--- src/rtl/switch_conditioner.sv ---
// Two-channel board-switch conditioner: each switch is synchronized, debounced by a
// 4-state pend/accept FSM, and gets single-cycle rise/fall pulses on accepted edges.
module switch_conditioner #(
    parameter int DEBOUNCE_CYCLES = 100000,
    parameter int SYNC_STAGES     = 2
) (
    input  logic clk,
    input  logic reset,
    input  logic right_raw,
    input  logic left_raw,
    output logic right,
    output logic left,
    output logic right_rise,
    output logic right_fall,
    output logic left_rise,
    output logic left_fall,
    output logic both_on
);

    localparam int CW = $clog2(DEBOUNCE_CYCLES + 1);
    localparam logic [CW-1:0] CNT_ONE  = CW'(1);
    localparam logic [CW-1:0] CNT_LAST = CW'(DEBOUNCE_CYCLES - 1);

    typedef enum logic [1:0] {
        IDLE_LO = 2'd0,
        PEND_HI = 2'd1,
        IDLE_HI = 2'd2,
        PEND_LO = 2'd3
    } state_t;

    logic [1:0] raw_vec;
    logic [1:0] level_vec;
    logic [1:0] rise_vec;
    logic [1:0] fall_vec;

    assign raw_vec = {left_raw, right_raw};

    genvar gi;
    generate
        for (gi = 0; gi < 2; gi++) begin : g_chan
            logic [SYNC_STAGES-1:0] sync_reg;
            logic                   sample;
            state_t                 state_reg, state_next;
            logic [CW-1:0]          cnt_reg, cnt_next;
            logic                   level_reg, level_next;
            logic                   rise_reg, rise_next;
            logic                   fall_reg, fall_next;

            always_ff @(posedge clk or negedge reset) begin
                if (!reset) begin
                    sync_reg <= '0;
                end else begin
                    sync_reg <= {sync_reg[SYNC_STAGES-2:0], raw_vec[gi]};
                end
            end

            assign sample = sync_reg[SYNC_STAGES-1];

            always_ff @(posedge clk or negedge reset) begin
                if (!reset) begin
                    state_reg <= IDLE_LO;
                    cnt_reg   <= '0;
                    level_reg <= 1'b0;
                    rise_reg  <= 1'b0;
                    fall_reg  <= 1'b0;
                end else begin
                    state_reg <= state_next;
                    cnt_reg   <= cnt_next;
                    level_reg <= level_next;
                    rise_reg  <= rise_next;
                    fall_reg  <= fall_next;
                end
            end

            // Entering a PEND state counts the first stable sample, so acceptance
            // happens on the DEBOUNCE_CYCLES-th consecutive sample at the new level.
            always_comb begin
                state_next = state_reg;
                cnt_next   = cnt_reg;
                level_next = level_reg;
                rise_next  = 1'b0;
                fall_next  = 1'b0;
                case (state_reg)
                    IDLE_LO: begin
                        if (sample) begin
                            if (DEBOUNCE_CYCLES == 1) begin
                                state_next = IDLE_HI;
                                level_next = 1'b1;
                                rise_next  = 1'b1;
                            end else begin
                                state_next = PEND_HI;
                                cnt_next   = CNT_ONE;
                            end
                        end
                    end
                    PEND_HI: begin
                        if (!sample) begin
                            state_next = IDLE_LO;
                            cnt_next   = '0;
                        end else if (cnt_reg == CNT_LAST) begin
                            state_next = IDLE_HI;
                            cnt_next   = '0;
                            level_next = 1'b1;
                            rise_next  = 1'b1;
                        end else begin
                            cnt_next = cnt_reg + CNT_ONE;
                        end
                    end
                    IDLE_HI: begin
                        if (!sample) begin
                            if (DEBOUNCE_CYCLES == 1) begin
                                state_next = IDLE_LO;
                                level_next = 1'b0;
                                fall_next  = 1'b1;
                            end else begin
                                state_next = PEND_LO;
                                cnt_next   = CNT_ONE;
                            end
                        end
                    end
                    PEND_LO: begin
                        if (sample) begin
                            state_next = IDLE_HI;
                            cnt_next   = '0;
                        end else if (cnt_reg == CNT_LAST) begin
                            state_next = IDLE_LO;
                            cnt_next   = '0;
                            level_next = 1'b0;
                            fall_next  = 1'b1;
                        end else begin
                            cnt_next = cnt_reg + CNT_ONE;
                        end
                    end
                    default: begin
                        state_next = IDLE_LO;
                        cnt_next   = '0;
                        level_next = 1'b0;
                    end
                endcase
            end

            assign level_vec[gi] = level_reg;
            assign rise_vec[gi]  = rise_reg;
            assign fall_vec[gi]  = fall_reg;
        end
    endgenerate

    assign right      = level_vec[0];
    assign left       = level_vec[1];
    assign right_rise = rise_vec[0];
    assign right_fall = fall_vec[0];
    assign left_rise  = rise_vec[1];
    assign left_fall  = fall_vec[1];
    assign both_on    = level_vec[0] & level_vec[1];

endmodule

--- config.mk ---
export PLATFORM = sky130hd
export DESIGN_NAME = switch_conditioner
export DESIGN_NICKNAME = d
export VERILOG_FILES = /design/src/rtl/switch_conditioner.sv
export SDC_FILE = /design/constraint.sdc
export NUM_CORES = 1
export LEC_CHECK = 0
export BUFFER_PORTS_ARGS = -buffer_cell sky130_fd_sc_hd__clkbuf_2
export CORE_MARGIN = 8
export CORE_UTILIZATION = 55
export CTS_CLUSTER_DIAMETER = 150
export DETAILED_ROUTE_END_ITERATION = 12
export GPL_ROUTABILITY_DRIVEN = 0
export PLACE_DENSITY = 0.81
export SKIP_CTS_REPAIR_TIMING = 1
export SLEW_MARGIN = 20
export SYNTH_ARGS = -nofsm -noshare
export SYNTH_HDL_FRONTEND = slang
export SYNTH_SLANG_ARGS = --single-unit
--- constraint.sdc ---
create_clock -name clk -period 2.7 [get_ports clk]
set_input_delay 0.27 -clock clk [delete_from_list [all_inputs] [get_ports clk]]
set_output_delay 0.27 -clock clk [all_outputs]
set_load 0.1 [all_outputs]
==> results.ini, run 1 <==
[status]
status=finished, violations left
failed_checks=hold timing

[finish]
layout-drive-gt1-share_pct=12.1
largest_reg_flops=34
fin_nets=270
fin_util_pct=60.7
layout_commonest_cell=dfrtp_1
antennaDiodeCount=0
syn_to_final_growth_pct=7.42
final_cell_mix=dfrtp_1, a21oi_1, nand2_1, nand3_1, o21ai_0

[sta]
tightestPinTransition_ns=0.693
maxSlewHeadroom_pct=53.7
final-max-slew-violation-count=0
finalCritPeriodShare_pct=81.5
setup_tns_ns=0
rsz0062_at_grt=false
skew_ns=0.00944
finalHoldViolCount=19
max_freq_ghz=0.455
setup_viol=0
hold-worst-slack_ns=-0.0164
period_needed_ns=2.20

[synthesis]
synth_fa_ha_area_share_pct=1.54
synth-simple-area-share_pct=25.2
seq_area_frac_synth_pct=49.2
synth_cell_type_count=44
synth-xor-area-share_pct=1.43
ys_ff_latch=48
syn-cell-area_sq_um=2440
synth_compound_area_share_pct=17.9
yosysTopAreaCell=dfrtp_1
netlist_top_cells_area=dfrtp_1, a21oi_1, a31oi_1, nand3_1, o21ai_0
synth_edf_count=0
synthMuxAreaShare_pct=1.69
syn_avg_cell_area_sq_um=9.62
synthCells=254
synth_top_area_share_pct=49.2
syn-num-nets=261
async_flop_share_pct=100
synth_top_family_by_area=simple AND/OR/NAND/NOR gates
synth_ff_type=dfrtp_1
yosysWarnings=0

[floorplan]
fp.dieW_um=82.7
rows=24
fp.dieH_um=82.7
io_pins=11
die_area_sq_um=6830
start_util_pct=56.5
core_area_sq_um=4320

[clock_network]
cts_made_buffers=5
clk_transition_reported_paths_ns=0.09
cts_buffer_depth=2
cts_tree=built
clock-sinks=48
root_buffer=clkbuf_8
clk_latency_ns=0.30
cts.htree.levels=2

[detailed_routing]
drtAntennaViolNets=0
drc_errors=0
drt-pass1-iter-count=4
finalWirelength_um=4730
vias=1945
dr.first_iter.drc_count=129
vias_per_cell=6.16
wl_per_cell_um=15.0

[grt]
grt_max_degree=30
grt_pass1_vias=1798
overflow=0
grt_first_pass_wirelength_um=8110
antenna_found_initial=0
grt_usage_pct=15.1

[place]
dp_hpwl_um=3410
io_buffers=10

[power]
clkPwrFrac_pct=26.8
power_density_nw_per_um2=618
power.switching_w=0.000527
p_sw_share_pct=32.5
p_leak_nw=1.10
ir_drop_mv=0.661
p_int_w=0.00110
power_frac_seq_pct=51.7
p_comb_share_pct=21.5

[critical_path]
arrival_ns=2.39
cp.required_ns=2.89
crit_path_end_kind=register
cp_max_fo=19
critPathLaunchType=register
path_class=register to register

[flow_run]
maxCapViolations=0

[hold_path]
worstHoldPathType=primary input to async pin

==> cell type report <==
class / count / area, sq um
Timing Repair Buffer: 12 / 65.1
Multi-Input combinational cell: 189 / 1170
Clock inverter: 2 / 13.8
Fill cell: 375 / 1700
Sequential cell: 48 / 1200
Clock buffer: 6 / 82.6
Inverter: 7 / 26.3
Tap cell: 52 / 65.1
==> path summary, 6_finish.rpt <==
kind	startpoint	end	slack (ns)	depth (start not counted)
max	g_chan[1].cnt_reg[8]$_DFFE_PN0P_	g_chan[1].cnt_reg[10]$_DFFE_PN0P_	0.50	5
max in group asynchronous	reset	g_chan[0].cnt_reg[11]$_DFFE_PN0P_	2.09	2
min reg2reg	g_chan[0].sync_reg[0]$_DFF_PN0_	g_chan[0].sync_reg[1]$_DFF_PN0_	0.37	0
min	reset	g_chan[1].cnt_reg[1]$_DFFE_PN0P_	-0.02	1
min in group clk	right_raw	g_chan[0].sync_reg[0]$_DFF_PN0_	0.08	1
max reg2reg	g_chan[1].cnt_reg[8]$_DFFE_PN0P_	g_chan[1].cnt_reg[10]$_DFFE_PN0P_	0.50	5
==> worst max-delay path, stage by stage, from the launching register on <==
cell and delay [ns]:
dfrtp_1 0.44, or4b_4 0.57, nor4_4 0.52, nor2_4 0.19
a21o_1 0.19, a21o_1 0.17
==> cells in the mapped netlist (2+ instances only) <==
| library cell | n |
|---|---|
| dfrtp_1 | 48 |
| a21oi_1 | 21 |
| nand2_1 | 20 |
| nand3_1 | 20 |
| o21ai_0 | 18 |
| a31oi_1 | 16 |
| nor2_1 | 14 |
| nand4_1 | 10 |
| clkbuf_1 | 7 |
| inv_1 | 7 |
| and3_1 | 6 |
| or3_1 | 6 |
| nor3_1 | 5 |
| a21o_1 | 4 |
| a22o_1 | 4 |
| nor4_1 | 4 |
| or2_2 | 4 |
| ha_1 | 3 |
| mux2i_1 | 3 |
| and2_1 | 2 |
| buf_2 | 2 |
| nand4bb_1 | 2 |
| nor3b_1 | 2 |
| nor4_4 | 2 |
| o31ai_1 | 2 |
| or2_1 | 2 |
| xnor2_1 | 2 |
| xor2_1 | 2 |
==> logic make-up (layout without fill, tap and decap cells) <==
group / count (synthesis) / in the layout
AOI/OAI and AO/OA: 72 / 72
xor gates and xnor gates: 4 / 4
adders and majority gates: 3 / 3
buffers and inverters: 17 / 27
DFF: 48 / 48
muxes: 4 / 4
and+or+nand+nor: 106 / 106
==> routing by layer <==
metal	wire (um)	vias to the layer above	track usage, %
li1	-	971	-
met5	0	-	0
met4	91	0	6.38
met3	182	12	4.22
met2	2270	40	24.2
met1	2180	922	18.5
==> power by group through the flow <==
stage	combinational, W	clock [W]	sequential, W
final	0.000349	0.000435	0.000839
after CTS	0.000346	0.000456	0.000836
after global placement	0.000339	0	0.000846
after global routing	0.000399	0.000484	0.000848
after floorplan	0.000305	0	0.000813
after detailed placement	0.000346	0	0.000851
==> per-stage QoR <==
step                cells  total power, W  hold WS, ns  cell area, sq um  setup WS (ns)
floorplan             254         0.00112      -0.0256              2440          0.637
global placement      308         0.00119        0.330              2530          0.403
detailed placement    308         0.00120        0.340              2530          0.351
CTS                   316         0.00164      0.00599              2620          0.334
global route          316         0.00173       0.0405              2630          0.381
finish                316         0.00162      -0.0164              2630          0.501
Note: power is estimated with default switching activity, not from simulation.
==> inputs of run 2 (changes only) <==
--- a/config.mk
+++ b/config.mk
@@ -11,7 +11,7 @@
 export CTS_CLUSTER_DIAMETER = 150
 export DETAILED_ROUTE_END_ITERATION = 12
 export GPL_ROUTABILITY_DRIVEN = 0
-export PLACE_DENSITY = 0.81
+export PLACE_DENSITY = 0.84
 export SKIP_CTS_REPAIR_TIMING = 1
 export SLEW_MARGIN = 20
 export SYNTH_ARGS = -nofsm -noshare
==> constraint.sdc (replaced) <==
create_clock -name clk -period 1.9 [get_ports clk]
set_input_delay 0.19 -clock clk [delete_from_list [all_inputs] [get_ports clk]]
set_output_delay 0.19 -clock clk [all_outputs]
set_load 0.1 [all_outputs]
==> run 2 against run 1 <==
Net effect: wire length grew 29%; critical path depth is 1 higher; largest cell class is now multi-input gates; global-route usage grew 2.5 points; die area unchanged; register-to-register slack lost 0.61 ns; maximum frequency up 9.2%; the run ends with hold timing, setup timing left; sequential power grew 41%.
==> results.ini, run 2 (synthesized netlist as in run 1, its figures left out) <==
[status]
failed_checks=hold timing, setup timing
status=finished, violations left

[grt]
grt_max_degree=49
overflow=0
grt_pass1_vias=2078
grt_first_pass_wirelength_um=9380
grt_usage_pct=17.6
antenna_found_initial=0

[sta]
setup_viol=25
hold-worst-slack_ns=-0.0287
fin_ws_ns=-0.113
finalHoldViolCount=48
setup_tns_ns=-1.05
finalCritPeriodShare_pct=106
maxSlewHeadroom_pct=60.8
final-max-slew-violation-count=0
skew_ns=0.0100
rsz0062_at_grt=true
max_freq_ghz=0.497
tightestPinTransition_ns=0.588
period_needed_ns=2.01

[clock_network]
root_buffer=clkbuf_8
cts_made_buffers=5
cts_buffer_depth=2
cts_tree=built
clk_latency_ns=0.30
clock-sinks=48
clk_transition_reported_paths_ns=0.09
cts.htree.levels=2

[critical_path]
critPathLaunchType=register
crit_path_end_kind=register
critical_path_buf_inv_count=1
cp_max_fo=8
path_class=register to register
arrival_ns=2.19
path_cells=or4_4, nor4_4, nor2_2, buf_6, a21oi_1, mux2i_1
slowest_stage=or4_4
slowest_delay_ns=0.57
reg2reg_slack_ns=-0.11
cp.required_ns=2.08
crit_family=simple AND/OR/NAND/NOR gates

[hold_path]
worstHoldPathType=primary input to async pin

[detailed_routing]
drc_errors=0
vias_per_cell=6.18
finalWirelength_um=6100
drt-pass1-iter-count=4
wl_per_cell_um=16.8
dr.first_iter.drc_count=157
vias=2242
drtAntennaViolNets=0

[finish]
fillers=283
layout-drive-gt1-share_pct=32.2
final_cell_mix=dfrtp_1, buf_4, nand2_1, nand3_1, a31oi_1
largest_reg_flops=34
antennaDiodeCount=0
fin_util_pct=72.5
syn_to_final_growth_pct=28.3
fin_nets=317
layout_commonest_cell=dfrtp_1

[floorplan]
die_area_sq_um=6830
core_area_sq_um=4320
fp.dieW_um=82.7
start_util_pct=56.5
io_pins=11
rows=24
fp.dieH_um=82.7

[place]
io_buffers=10
post-place-ws_ns=-0.0180
dp_hpwl_um=3850

[flow_run]
maxCapViolations=0

[power]
power_density_nw_per_um2=827
ir_drop_mv=1.18
p_leak_nw=1.36

run 2: path summary, 6_finish.rpt:
kind                                                   from                          endpoint  cells after the start
setup reg to reg           g_chan[0].cnt_reg[6]$_DFFE_PN0P_  g_chan[0].cnt_reg[7]$_DFFE_PN0P_                      6
hold reg to reg             g_chan[1].sync_reg[0]$_DFF_PN0_   g_chan[1].sync_reg[1]$_DFF_PN0_                      0
min in group clk            g_chan[1].sync_reg[0]$_DFF_PN0_   g_chan[1].sync_reg[1]$_DFF_PN0_                      0
setup / recovery           g_chan[0].cnt_reg[6]$_DFFE_PN0P_  g_chan[0].cnt_reg[7]$_DFFE_PN0P_                      6
hold / removal                                        reset  g_chan[1].cnt_reg[4]$_DFFE_PN0P_                      2
max in group asynchronous                             reset  g_chan[0].cnt_reg[7]$_DFFE_PN0P_                      2
run 2: final cells by class:
type                    count  area [sq um]  area share [%]
clock inverters             2          15.0           0.479
well taps                  52          65.1            2.08
flip-flops and latches     48          1200            38.3
multi-input cells         191          1300            41.6
clock buffers               6          82.6            2.63
inverters                   7          26.3           0.838
repair buffers             57           440            14.1
run 2: per-layer routing:
layer / track usage, % / part of all wire (%) / vias up
met5: 0 / 0 / -
met4: 5.00 / 1.7 / 0
met3: 4.11 / 4.5 / 12
met2: 30.1 / 51 / 73
met1: 21.5 / 43 / 1089
li1: - / - / 1068
run 2: where the power goes:
group | internal (W) | switching (W)
registers | 0.00109 | 0.0000941
clock network | 0.000295 | 0.000354
logic | 0.000341 | 0.000420
run 2: stage by stage:
| stage | std cells | power (W) | area (sq um) |
|---|---|---|---|
| 2_1_floorplan | 254 | 0.00159 | 2450 |
| 3_3_place_gp | 340 | 0.00183 | 2770 |
| 3_5_place_dp | 340 | 0.00185 | 2770 |
| 4_1_cts | 348 | 0.00250 | 2870 |
| 5_1_grt | 363 | 0.00273 | 3130 |
| 6_report | 363 | 0.00259 | 3130 |
==> inputs of run 3 (changes only) <==
--- a/config.mk
+++ b/config.mk
@@ -6,8 +6,11 @@
 export NUM_CORES = 1
 export LEC_CHECK = 0
 export BUFFER_PORTS_ARGS = -buffer_cell sky130_fd_sc_hd__clkbuf_2
+export CAP_MARGIN = 10
+export CELL_PAD_IN_SITES_DETAIL_PLACEMENT = 1
+export CELL_PAD_IN_SITES_GLOBAL_PLACEMENT = 1
 export CORE_MARGIN = 8
-export CORE_UTILIZATION = 55
+export CORE_UTILIZATION = 43
 export CTS_CLUSTER_DIAMETER = 150
 export DETAILED_ROUTE_END_ITERATION = 12
 export GPL_ROUTABILITY_DRIVEN = 0
==> run 3 against run 2 <==
Net effect: the flow still finishes with violations (hold timing, setup timing); die area grew 22%; critical endpoint is now g_chan[0].cnt_reg[16]$_DFFE_PN0P_; final cell count up 6.1%; maximum frequency shrank 2.1%; non-clock buffer count grew 3; combinational power grew 26%; global-route usage decreased by 1.0 points; sequential power about the same; critical path depth grew 2; largest power group unchanged; worst hold slack worse by 0.0076 ns; sequential share of layout area shrank 1.2 points.
==> results.ini, run 3 (synthesized netlist as in run 1, its figures left out) <==
[status]
status=finished, violations left
failed_checks=hold timing, setup timing

[sta]
finalHoldViolCount=48
max_freq_ghz=0.486
finalCritPeriodShare_pct=108
rsz0062_at_grt=true
setup_viol=21
tightestPinTransition_ns=0.623
fin_ws_ns=-0.157
period_needed_ns=2.06
final-max-slew-violation-count=0
hold-worst-slack_ns=-0.0363
maxSlewHeadroom_pct=58.5
skew_ns=0.00824

[critical_path]
crit_path_end_kind=register
rr_endpoint=g_chan[0].cnt_reg[16]$_DFFE_PN0P_
cp.required_ns=2.10
cp_max_fo=4
r2r_cells=8
critPathLaunchType=register
reg2reg_slack_ns=-0.16
timing.rr.start=g_chan[0].cnt_reg[0]$_DFFE_PN0P_
arrival_ns=2.26
path_class=register to register

[finish]
layoutNonFillerInstCount=385
layout_commonest_cell=dfrtp_1
multi_input_area_sq_um=1350
fin_util_pct=58.9
largest_reg_flops=34
antennaDiodeCount=0
final_cell_mix=dfrtp_1, buf_4, nand2_1, nand3_1, a31oi_1
syn_to_final_growth_pct=32.6
fin_nets=319
regArea_sq_um=1200
layout-drive-gt1-share_pct=34.5
fillers=589

[power]
ir_drop_mv=0.667
total_power_w=0.00292
p_leak_nw=1.41
power_density_nw_per_um2=902

[grt]
grt_first_pass_wirelength_um=11400
grt_max_degree=49
grt_pass1_vias=2314
antenna_found_initial=0
overflow=0
grt_usage_pct=16.6

[detailed_routing]
drtAntennaViolNets=0
vias_per_cell=6.57
wl_per_cell_um=24.6
drc_errors=0
drt-pass1-iter-count=5
finalWirelength_um=9490
vias=2531
dr.first_iter.drc_count=268

[clock_network]
root_buffer=clkbuf_8
cts_buffer_depth=2
cts_made_buffers=5
cts.htree.levels=2
clock-sinks=48
cts_tree=built
clk_transition_reported_paths_ns=0.10
clk_latency_ns=0.31

[floorplan]
fp.dieH_um=91.4
die_area_sq_um=8350
start_util_pct=44.4
rows=27
core_area_sq_um=5510
io_pins=11
fp.dieW_um=91.4

[place]
dp_hpwl_um=4620
io_buffers=10
post-place-ws_ns=-0.0334
place_inst=363

[hold_path]
worstHoldPathType=primary input to async pin

[flow_run]
maxCapViolations=0

## run 3: how the worst max path moves through the flow
stage	from	end	slack (ns)	depth (start not counted)
after CTS	g_chan[1].cnt_reg[5]$_DFFE_PN0P_	g_chan[1].cnt_reg[15]$_DFFE_PN0P_	-0.11	7
final	g_chan[0].cnt_reg[0]$_DFFE_PN0P_	g_chan[0].cnt_reg[16]$_DFFE_PN0P_	-0.16	8
after global routing	g_chan[1].cnt_reg[13]$_DFFE_PN0P_	left$_DFFE_PN0P_	-0.20	7
after global placement	g_chan[1].cnt_reg[5]$_DFFE_PN0P_	g_chan[1].cnt_reg[10]$_DFFE_PN0P_	0.03	6
after floorplan	g_chan[1].cnt_reg[5]$_DFFE_PN0P_	g_chan[1].cnt_reg[3]$_DFFE_PN0P_	-0.04	5
after detailed placement	g_chan[1].cnt_reg[5]$_DFFE_PN0P_	g_chan[1].cnt_reg[15]$_DFFE_PN0P_	-0.03	7
## run 3: layout make-up
type / instances / area share [%]
multi-input cells: 190 / 41.5
flip-flops and latches: 48 / 37.1
repair buffers: 60 / 14.3
well taps: 72 / 2.78
inverters: 7 / 0.811
clock inverters: 3 / 1.31
clock buffers: 5 / 2.12
## run 3: report_power, final
part / internal, W / switching, W / total, W
Sequential: 0.00109 / 0.000118 / 0.00121
Combinational: 0.000399 / 0.000557 / 0.000955
Clock: 0.000390 / 0.000371 / 0.000761
## run 3: critical path: stages, from the launching register on
cell     delay [ns]
dfrtp_1        0.40
ha_2           0.21
nand4_1        0.11
buf_6          0.17
nor4_4         0.30
buf_4          0.18
nand3_1        0.09
or3_1          0.36
o21ai_0        0.15
## run 3: per-stage QoR
step                setup TNS, ns  area, sq um
floorplan                  -0.186         2450
global placement                0         2820
detailed placement         -0.113         2820
CTS                        -0.446         2930
global route                -2.93         3240
finish                      -1.41         3240
## run 3: layer usage
layer | share of wire (%) | track usage (%) | up-vias
met1 | 41 | 21.5 | 1270
met2 | 49 | 26.9 | 154
met5 | 0 | 0 | -
met4 | 3.6 | 4.64 | 0
met3 | 6.4 | 3.70 | 41
li1 | - | - | 1066
